**src/rtl/minifloat_pkg.sv**
```systemverilog
// Shared minifloat format definitions: field widths, bias, special encodings,
// converter FSM states and flag bit positions.
package minifloat_pkg;

    localparam int EXP_W      = 4;
    localparam int MANTISSA_W = 3;
    localparam int WIDTH      = 1 + EXP_W + MANTISSA_W;
    localparam int BIAS       = (1 << (EXP_W - 1)) - 1;

    typedef struct packed {
        logic                  sign;
        logic [EXP_W-1:0]      exp;
        logic [MANTISSA_W-1:0] mant;
    } minifloat_t;

    localparam logic [EXP_W-1:0] EXP_MAX = '1;
    localparam minifloat_t INF_POS = '{sign: 1'b0, exp: EXP_MAX, mant: '0};
    localparam minifloat_t INF_NEG = '{sign: 1'b1, exp: EXP_MAX, mant: '0};

    typedef enum logic [1:0] {
        IDLE,
        NORM,
        ROUND,
        DONE
    } state_t;

    localparam int FLAG_INX = 0;
    localparam int FLAG_OVF = 1;

    function automatic int bias_of(input int exp_w);
        return (1 << (exp_w - 1)) - 1;
    endfunction

endpackage

```
**src/rtl/int_to_minifloat_if.sv**
```systemverilog
// Operand-in / minifloat-out handshake bundle between producer, converter and ALU.
interface int_to_minifloat_if #(
    parameter int INT_W = 8,
    parameter int WIDTH = 8
);
    logic signed [INT_W-1:0] in_data;
    logic                    in_valid;
    logic                    in_ready;
    logic [WIDTH-1:0]        result;
    logic                    out_valid;
    logic                    out_ready;
    logic [1:0]              flags;

    modport master (
        output in_data, in_valid, out_ready,
        input  in_ready, result, out_valid, flags
    );

    modport slave (
        input  in_data, in_valid, out_ready,
        output in_ready, result, out_valid, flags
    );
endinterface

```
**src/rtl/minifloat_round.sv**
```systemverilog
// Combinational round-to-nearest-even packer: normalised magnitude, leading-zero
// count and sign in, minifloat word and {overflow, inexact} out.
module minifloat_round #(
    parameter int INT_W      = 8,
    parameter int EXP_W      = minifloat_pkg::EXP_W,
    parameter int MANTISSA_W = minifloat_pkg::MANTISSA_W,
    parameter int LZ_W       = $clog2(INT_W + 1),
    parameter int WIDTH      = 1 + EXP_W + MANTISSA_W
) (
    input  logic [INT_W-1:0] mag,
    input  logic [LZ_W-1:0]  lz,
    input  logic             sign,
    output logic [WIDTH-1:0] result,
    output logic [1:0]       flags
);
    import minifloat_pkg::*;

    // Zero padding below the magnitude keeps guard/sticky defined for any INT_W.
    localparam int XW   = INT_W + MANTISSA_W + 1;
    localparam int EBW  = EXP_W + 2;
    localparam int BIAS = bias_of(EXP_W);

    logic [XW-1:0]         ext;
    logic [MANTISSA_W-1:0] mant;
    logic                  guard;
    logic                  sticky;
    logic [MANTISSA_W:0]   rounded;
    logic [EBW-1:0]        eb;

    function automatic logic [MANTISSA_W:0] rne(
        input logic [MANTISSA_W-1:0] m,
        input logic                  g,
        input logic                  s
    );
        logic up;
        up = g & (s | m[0]);
        return {1'b0, m} + {{MANTISSA_W{1'b0}}, up};
    endfunction

    always_comb begin
        ext     = {mag[INT_W-2:0], {(MANTISSA_W + 2){1'b0}}};
        mant    = ext[XW-1 -: MANTISSA_W];
        guard   = ext[XW-1-MANTISSA_W];
        sticky  = |ext[XW-2-MANTISSA_W:0];
        rounded = rne(mant, guard, sticky);
        eb      = EBW'(INT_W - 1 + BIAS) - EBW'(lz) + EBW'(rounded[MANTISSA_W]);
        result  = '0;
        flags   = '0;
        // A normalised non-zero magnitude always has its MSB set.
        if (mag[INT_W-1]) begin
            flags[FLAG_INX] = guard | sticky;
            if (eb >= EBW'((1 << EXP_W) - 1)) begin
                flags[FLAG_OVF] = 1'b1;
                result          = {sign, {EXP_W{1'b1}}, {MANTISSA_W{1'b0}}};
            end else begin
                result = {sign, eb[EXP_W-1:0], rounded[MANTISSA_W-1:0]};
            end
        end
    end

endmodule

```
**src/rtl/int_to_minifloat.sv**
```systemverilog
// Serial signed-integer to minifloat converter: one normalise shift per cycle,
// then a single RNE rounding cycle, result held until the consumer takes it.
module int_to_minifloat #(
    parameter int INT_W      = 8,
    parameter int EXP_W      = minifloat_pkg::EXP_W,
    parameter int MANTISSA_W = minifloat_pkg::MANTISSA_W,
    parameter int WIDTH      = 1 + EXP_W + MANTISSA_W
) (
    input  logic                clk,
    input  logic                rst_n,
    int_to_minifloat_if.slave   bus
);
    import minifloat_pkg::*;

    localparam int LZ_W = $clog2(INT_W + 1);

    state_t           state;
    logic             sign;
    logic [INT_W-1:0] mag;
    logic [LZ_W-1:0]  lz;
    logic             in_ready_r;
    logic             out_valid_r;
    logic [WIDTH-1:0] result_r;
    logic [1:0]       flags_r;
    logic [WIDTH-1:0] rnd_result;
    logic [1:0]       rnd_flags;
    logic             accept;
    logic             norm_shift;

    assign accept     = (state == IDLE) && bus.in_valid;
    assign norm_shift = (state == NORM) && (mag != '0) && !mag[INT_W-1];

    // Operand registers carry no reset; the FSM decides when they are meaningful.
    always_ff @(posedge clk) begin
        if (accept) begin
            sign <= bus.in_data[INT_W-1];
            mag  <= bus.in_data[INT_W-1] ? INT_W'(-bus.in_data) : INT_W'(bus.in_data);
            lz   <= '0;
        end else if (norm_shift) begin
            mag <= mag << 1;
            lz  <= lz + LZ_W'(1);
        end
    end

    minifloat_round #(
        .INT_W      (INT_W),
        .EXP_W      (EXP_W),
        .MANTISSA_W (MANTISSA_W),
        .LZ_W       (LZ_W),
        .WIDTH      (WIDTH)
    ) u_round (
        .mag    (mag),
        .lz     (lz),
        .sign   (sign),
        .result (rnd_result),
        .flags  (rnd_flags)
    );

    always_ff @(posedge clk or negedge rst_n) begin
        if (!rst_n) begin
            state       <= IDLE;
            in_ready_r  <= 1'b1;
            out_valid_r <= 1'b0;
            result_r    <= '0;
            flags_r     <= '0;
        end else begin
            case (state)
                IDLE: begin
                    if (bus.in_valid) begin
                        state      <= NORM;
                        in_ready_r <= 1'b0;
                    end
                end
                NORM: begin
                    if (!norm_shift) begin
                        state <= ROUND;
                    end
                end
                ROUND: begin
                    result_r    <= rnd_result;
                    flags_r     <= rnd_flags;
                    out_valid_r <= 1'b1;
                    state       <= DONE;
                end
                DONE: begin
                    if (bus.out_ready) begin
                        out_valid_r <= 1'b0;
                        in_ready_r  <= 1'b1;
                        state       <= IDLE;
                    end
                end
                default: begin
                    state <= IDLE;
                end
            endcase
        end
    end

    assign bus.in_ready  = in_ready_r;
    assign bus.out_valid = out_valid_r;
    assign bus.result    = result_r;
    assign bus.flags     = flags_r;

endmodule

```
**src/flat_wrapper.sv**
```systemverilog
// flat-port wrapper written by rule: the top's interface ports become plain ports
module int_to_minifloat_flat import minifloat_pkg::*;
#(
    parameter int INT_W      = 8,
    parameter int EXP_W      = minifloat_pkg::EXP_W,
    parameter int MANTISSA_W = minifloat_pkg::MANTISSA_W,
    parameter int WIDTH      = 1 + EXP_W + MANTISSA_W
)
  (clk, rst_n, bus_in_data, bus_in_valid, bus_out_ready, bus_in_ready, bus_result, bus_out_valid, bus_flags);
  int_to_minifloat_if #(.INT_W(INT_W), .WIDTH(WIDTH)) bus_i ();
  input  logic clk;
  input  logic rst_n;
  input wire logic [$bits(bus_i.in_data)-1:0] bus_in_data;
  input wire logic [$bits(bus_i.in_valid)-1:0] bus_in_valid;
  input wire logic [$bits(bus_i.out_ready)-1:0] bus_out_ready;
  output wire logic [$bits(bus_i.in_ready)-1:0] bus_in_ready;
  output wire logic [$bits(bus_i.result)-1:0] bus_result;
  output wire logic [$bits(bus_i.out_valid)-1:0] bus_out_valid;
  output wire logic [$bits(bus_i.flags)-1:0] bus_flags;
  assign bus_i.in_data = bus_in_data;
  assign bus_i.in_valid = bus_in_valid;
  assign bus_i.out_ready = bus_out_ready;
  assign bus_in_ready = bus_i.in_ready;
  assign bus_result = bus_i.result;
  assign bus_out_valid = bus_i.out_valid;
  assign bus_flags = bus_i.flags;
  int_to_minifloat #(.INT_W(INT_W), .EXP_W(EXP_W), .MANTISSA_W(MANTISSA_W), .WIDTH(WIDTH)) u_core (.clk(clk), .rst_n(rst_n), .bus(bus_i));
endmodule
```
**config.mk**
```make
export PLATFORM = sky130hd
export DESIGN_NAME = int_to_minifloat_flat
export DESIGN_NICKNAME = d
export VERILOG_FILES = /design/src/rtl/minifloat_pkg.sv /design/src/rtl/int_to_minifloat_if.sv /design/src/rtl/minifloat_round.sv /design/src/rtl/int_to_minifloat.sv /design/src/flat_wrapper.sv
export SDC_FILE = /design/constraint.sdc
export NUM_CORES = 1
export LEC_CHECK = 0
export CAP_MARGIN = 10
export CORE_UTILIZATION = 48
export DETAILED_ROUTE_END_ITERATION = 12
export GPL_TIMING_DRIVEN = 0
export MAX_ROUTING_LAYER = met4
export PLACE_DENSITY = 0.83
export SLEW_MARGIN = 20
export SYNTH_ARGS = -nofsm -noshare
export SYNTH_HDL_FRONTEND = slang
export SYNTH_SLANG_ARGS = --single-unit
```
**constraint.sdc**
```tcl
create_clock -name clk -period 2.4 [get_ports clk]
set_clock_uncertainty 0.1 [all_clocks]
set_input_delay 0.6 -clock clk [delete_from_list [all_inputs] [get_ports clk]]
set_output_delay 0.6 -clock clk [all_outputs]
set_load 0.01 [all_outputs]
```
# Word-level counts from Yosys, hierarchy flattened
# Index checks and enable logic that the tools add are counted.
[totals]
register_bits = 27
in_bits = 12
out_inout_bits = 12
elab_cells = 52
[op_classes]
add_sub_neg = 5
n_lt_le_gt_ge = 1
n_eq_ne = 6
n_mux = 16
n_bitwise = 3
n_reduce_logical = 13
[ops]
columns = ["op", "n"]
rows = [
  ["two-way mux 8 bit", 4],
  ["two-way mux 2 bit", 4],
  ["negation 8 bit", 1],
  ["case mux 2 bit (4 select lines)", 1],
  ["nonzero test 8 bit", 1],
  ["two-way mux 7 bit", 1],
  ["adder 5 x 2 -> 6 bit", 1],
  [">= comparator 6 x 4 -> 1 bit, second input constant", 1],
  ["inequality test 2 bit, second input constant", 3],
  ["AND reduction 3 bit", 2],
  ["nonzero test 2 bit", 3],
  ["subtractor 4 x 4 -> 5 bit, first input constant", 1],
  ["adder 3 x 1 -> 4 bit", 1],
  ["adder 4 x 1 -> 4 bit, second input constant", 1],
  ["equality test 2 bit, second input constant", 2],
  ["two-way mux 1 bit", 4],
  ["case mux 1 bit (2 select lines)", 2],
  ["logical AND 1 bit", 3],
  ["OR reduction 3 bit", 1],
  ["equality test 2 x 1 -> 1 bit, second input constant", 1],
  ["logical NOT 2 bit", 1],
  ["OR 1 bit", 2],
  ["AND reduction 2 bit", 1],
  ["AND 1 bit", 1],
  ["logical NOT 1 bit", 1],
]

# Longest topological paths before layout
[depth]
depth_word = 8
ltp_mapped = 10
depth_no_buf = 9

# Cells and area by module
# From an unflattened synthesis, not the netlist that was laid out.
[unflattened]
cells_unflattened = 169
area_unflattened_um2 = 1755.4
[modules_own_cells]
columns = ["module", "instances", "cells_per_inst", "area_per_inst_um2", "seq_area_each_um2"]
rows = [
  ["int_to_minifloat", 1, 112, 1321.3, 701.9],
  ["minifloat_round", 1, 57, 434.2, 0.0],
]

# Worst setup path after synthesis
# No wires, ideal clock.
[synth_path]
path_kind = "register -> register"
from = "register u_core.mag[3]"
to = "register u_core.result_r[1], in the netlist u_core.bus.result[1]"
setup_ns = 0.121
arrival_time_ns = 2.298
required_ns = 2.179
setup_slack_ns = -0.119
stages_incl_launch_ff = 11
n_path_buf = 1
synth_period_minus_slack_ns = 2.519
path_cell_list = "edfxtp_1 -> and2_1 -> and3_1 -> ha_1 -> ha_1 -> buf_2 -> nor3b_2 -> xor2_1 -> nor2_1 -> or3b_4 -> a32o_2"
[synth_between]
elab_chain_cells = 6
[synth_lines]
columns = ["element", "line", "text"]
rows = [
  ["start: declaration", "int_to_minifloat.sv:19", "logic [INT_W-1:0] mag;"],
  ["start signal: assignment", "int_to_minifloat.sv:37", "mag <= bus.in_data[INT_W-1] ? INT_W'(-bus.in_data) : INT_W'(bus.in_data);"],
  ["start signal: assignment", "int_to_minifloat.sv:40", "mag <= mag << 1;"],
  ["AND 1 bit *", "minifloat_round.sv:36", "up = g & (s | m[0]);"],
  ["adder 3 x 1 -> 4 bit *", "minifloat_round.sv:37", "return {1'b0, m} + {{MANTISSA_W{1'b0}}, up};"],
  ["adder 5 x 2 -> 6 bit", "minifloat_round.sv:46", "eb = EBW'(INT_W - 1 + BIAS) - EBW'(lz) + EBW'(rounded[MANTISSA_W]);"],
  [">= comparator 6 x 4 -> 1 bit", "minifloat_round.sv:52", "if (eb >= EBW'((1 << EXP_W) - 1)) begin"],
  ["two-way mux 7 bit *", "minifloat_round.sv:52", ""],
  ["two-way mux 8 bit *", "minifloat_round.sv:50", "if (mag[INT_W-1]) begin"],
  ["end signal: assignment", "int_to_minifloat.sv:80", "result_r <= rnd_result;"],
  ["end: declaration", "int_to_minifloat.sv:23", "logic [WIDTH-1:0] result_r;"],
]
# Mark *: on every way between the ends. The rest lies on a longest branch, timed or not.
# A chain may end at the register's enable or synchronous reset.

# Worst setup path after layout
[layout_path]
from = "register u_core.mag[3]"
to = "register u_core.result_r[4], in the netlist u_core.bus.result[4]"
[layout_between]
elab_chain_cells = 6
[layout_lines]
columns = ["element", "line"]
rows = [
  ["AND 1 bit *", "minifloat_round.sv:36"],
  ["adder 3 x 1 -> 4 bit *", "minifloat_round.sv:37"],
  ["adder 5 x 2 -> 6 bit *", "minifloat_round.sv:46"],
  [">= comparator 6 x 4 -> 1 bit", "minifloat_round.sv:52"],
  ["two-way mux 7 bit *", "minifloat_round.sv:52"],
  ["two-way mux 8 bit *", "minifloat_round.sv:50"],
]
# Marked as above.

==> flow_summary.toml <==
[outcome]
outcome = "finished with violations"
failed_checks = "setup timing"

[pwr]
power.sequential.fraction = 0.397
cellInternalPower_mw = 1.34
p_comb_frac = 0.511
peakVddDrop_v = 0.000414
power-per-cell-area_nw_per_um2 = 1100
switchingPower_mw = 0.844
p_leak_nw = 0.819
p_clk_frac = 0.092
power.share.switching = 0.387

[floorplan]
rows = 20
floorplan.core_area_um2 = 3080
start_util = 0.509
boundaryPins = 24
dieHeight_um = 59.1
design.die.area_um2 = 3490
horizontal_extent_of_the_die_um = 59.1

[critical_path]
worstRegToRegCells = 10
critical_path_peak_fanout = 6
worst_setup_path_end_kind = "flip-flop"
timing.critical_path.arrival_ns = 2.62
worstPathRequired_ns = 2.57
r2r_setup_slack_ns = -0.06
worst_path_dominant_cell_family = "simple AND/OR/NAND/NOR gates"
cp_slowest_stage_delay_ns = 0.41
timing.rr.start = "u_core.mag[3]"
setup.worst_path.class = "flip-flop to flip-flop"
cp.buffers_inverters = 1
path_cells = "and2_4 > and3_4 > ha_4 > ha_4 > nor3b_4 > xor2_1 > nor2_2 > buf_4 > nor4b_2 > a221o_1"
critical_path.most_common_cell = "sky130_fd_sc_hd__ha_4"
slowest_stage = "sky130_fd_sc_hd__edfxtp_1"
reg2reg_to = "u_core.bus.result[4]"
type_of_origin_of_the_critical_path = "flip-flop"

[cells_and_area]
area.growth.synth_to_final_pct = 26.3
antenna-diode-count = 0
postLayoutCoreUtil = 0.642
layout-drive-gt1-share = 0.146
finish.cell_count_without_fillers = 229
num-nets-final = 207

[sta]
fmax_mhz = 407
final_hold_viol_count = 0
worst-slew-pin-transition_ns = 0.617
finalWorstSetupSlack_ns = -0.0571
post-route-period-util = 1.02
slew_violations = 0
timing.slew.headroom = 0.587
setup_violations = 6
grt_setup_unrepaired = "yes"
whs_ns = 0.379
period_needed_ns = 2.46
setup_tns_ns = -0.305

[detailed_routing]
post_drt_via_cell_ratio = 5.40
via_count = 1237
drt_drc_violations_left = 0
drt_wl_cell_um = 13.6
final_antenna_net_count = 0
detailedRoute.firstPassIterationCount = 4
totalWireLength_mm = 3.11
drt-initial-drc-count = 31

[min_path]
hold_path_startpoint = "u_core.sign"
holdPathStages = 1
hold_end = "u_core.bus.result[7]"
holdCritPathClass = "flip-flop to flip-flop"

[synthesis]
synth_area_um2 = 1570
synth_cell_type_count = 48
yosys.cell_count.top_type = "sky130_fd_sc_hd__nand2_1"
synth.avg_cell_area_um2 = 10.2
ys_ff_latch = 27
yosys.area.top_type = "sky130_fd_sc_hd__dfrtp_1"
synth_enable_flop_cells = 9
synth_seq_area_share = 0.448
synth_fp_nets = 174
async_sr_flop_fraction = 0.519
postSynthCellCount = 153
synth-warning-count = 0
yosys-top-cells-area = "sky130_fd_sc_hd__dfrtp_1 (21%), sky130_fd_sc_hd__edfxtp_1 (17%), sky130_fd_sc_hd__ha_1 (7.2%), sky130_fd_sc_hd__dfxtp_1 (5.1%), sky130_fd_sc_hd__xor2_1 (5.0%)"
postSynth.topFlopCell = "sky130_fd_sc_hd__dfrtp_1"
post_synth_top_cells = "sky130_fd_sc_hd__nand2_1 (16), sky130_fd_sc_hd__dfrtp_1 (13), sky130_fd_sc_hd__inv_1 (12)"
yosysTopAreaCellShare = 0.208

[grt]
grt_first_pass_wirelength_mm = 4.97
global_route.overflow_total = 0
largest_net_degree_at_the_start_of_global_routing = 17
grt_pass1_vias = 1119
grt_antenna_before_repair = 0
globalRouteTotalUtil = 0.195

[cts]
tritoncts_clock_tree = "yes"
worst_skew_pair.late_latency_ns = 0.33
cts_num_sinks = 27
clk_transition_reported_paths_ns = 0.16
cts.htree.levels = 1
clk_root_buffer_cell = "sky130_fd_sc_hd__clkbuf_4"
ctsHoldBuffers = 0
cts_made_buffers = 3
cts_buffer_depth = 2

[placed_design]
routabilityCongestion = 0.833
numPlacedInstances = 220
io_buffer_count = 23
pre_cts_setup_slack_ns = -0.184
detailed_place_hpwl_mm = 2.34

[flow_run]
drv.max_cap_violation_count = 0
-- timing repair --
action,CTS,global route
resized for setup,4,3
endpoints found under the setup margin,7,6
buffers inserted,3,3
pin swaps,6,3
cloned,0,0
-- placed cells by master (no fill, tap or decap), drive strengths merged, types with 2 or more instances in the layout --
| cell type | Yosys | final |
|---|---|---|
| xnor2 | 5 | 5 |
| edfxtp | 9 | 9 |
| and2 | 3 | 3 |
| a32o | 4 | 4 |
| nor2b | 2 | 2 |
| clkdlybuf4s50 | 0 | 23 |
| ha | 9 | 9 |
| inv | 12 | 12 |
| dfrtp | 13 | 13 |
| mux2i | 3 | 3 |
| xor2 | 9 | 9 |
| nand2 | 16 | 16 |
| nor3 | 3 | 3 |
| a221o | 3 | 3 |
| buf | 2 | 7 |
| nand3 | 4 | 4 |
| a21oi | 7 | 7 |
| o21ai | 10 | 10 |
| nor2 | 8 | 8 |
| clkbuf | 3 | 6 |
| dfxtp | 4 | 4 |
-- power groups by stage --
| stage | sequential (mW) | combinational, mW | clock, mW |
|---|---|---|---|
| after floorplan | 0.873 | 0.651 | 0 |
| after global placement | 0.859 | 0.970 | 0 |
| after detailed placement | 0.875 | 1.01 | 0 |
| after CTS | 0.865 | 1.08 | 0.204 |
| after global routing | 0.890 | 1.23 | 0.220 |
| final | 0.865 | 1.11 | 0.201 |
-- kinds of logic after synthesis --
group / share of synthesized area
AND/OR/NAND/NOR: 0.157
multiplexers: 0.0264
XOR/XNOR: 0.0783
AO/OA/AOI/OAI: 0.169
buffers and inverters: 0.0488
adder cells (fa/ha/maj): 0.0719
flip-flops: 0.448
-- worst max-delay path by stage --
stage	start	to	slack, ns	cells past startpoint
finish	u_core.mag[3]	u_core.bus.result[4]	-0.06	10
global route	u_core.mag[4]	u_core.bus.result[0]	-0.12	9
CTS	u_core.mag[3]	u_core.bus.result[2]	0.004	9
detailed placement	u_core.mag[3]	u_core.bus.result[2]	-0.18	10
global placement	u_core.mag[3]	u_core.bus.result[2]	-0.15	10
floorplan	u_core.mag[3]	u_core.bus.result[0]	-0.05	10
-- through the flow --
| step | instance area (µm²) | power, mW |
|---|---|---|
| after floorplan | 1590 | 1.52 |
| after global placement | 1870 | 1.83 |
| after detailed placement | 1870 | 1.89 |
| after CTS | 1940 | 2.15 |
| after global routing | 1980 | 2.34 |
| final | 1980 | 2.18 |
-- worst register-to-register path, cell delays in order, from the launching register on --
cell	delay (ns)
sky130_fd_sc_hd__edfxtp_1	0.41
sky130_fd_sc_hd__and2_4	0.17
sky130_fd_sc_hd__and3_4	0.15
sky130_fd_sc_hd__ha_4	0.17
sky130_fd_sc_hd__ha_4	0.18
sky130_fd_sc_hd__nor3b_4	0.20
sky130_fd_sc_hd__xor2_1	0.22
sky130_fd_sc_hd__nor2_2	0.07
sky130_fd_sc_hd__buf_4	0.14
sky130_fd_sc_hd__nor4b_2	0.39
sky130_fd_sc_hd__a221o_1	0.19
-- registers in the layout, summed over array words and instances, names as in the netlist --
name and flops:
u_core.bus.in_ready 1, u_core.bus.flags 2, u_core.bus.result 8, u_core.bus.out_valid 1
u_core.state 2, u_core.mag 8, u_core.lz 4, u_core.sign 1
-- metal layers --
layer  track usage  share of wire  wire, µm  up-vias
met5             -              0         0        -
met4        0.0850          0.013        40        0
met3        0.0175          0.037       114        4
met2         0.338           0.50      1550       33
met1         0.232           0.45      1410      588
li1              -              -         -      612
-- final cells by class --
type / instances / area, µm²
sequential: 27 / 702
fill: 266 / 1100
tap: 44 / 55.1
timing repair buffer: 29 / 275
multi-input combinational: 108 / 843
clock inverter: 1 / 7.51
buffer: 4 / 22.5
clock buffer: 3 / 22.5
inverter: 13 / 48.8
No activity file was read; power rests on OpenSTA's default activity.
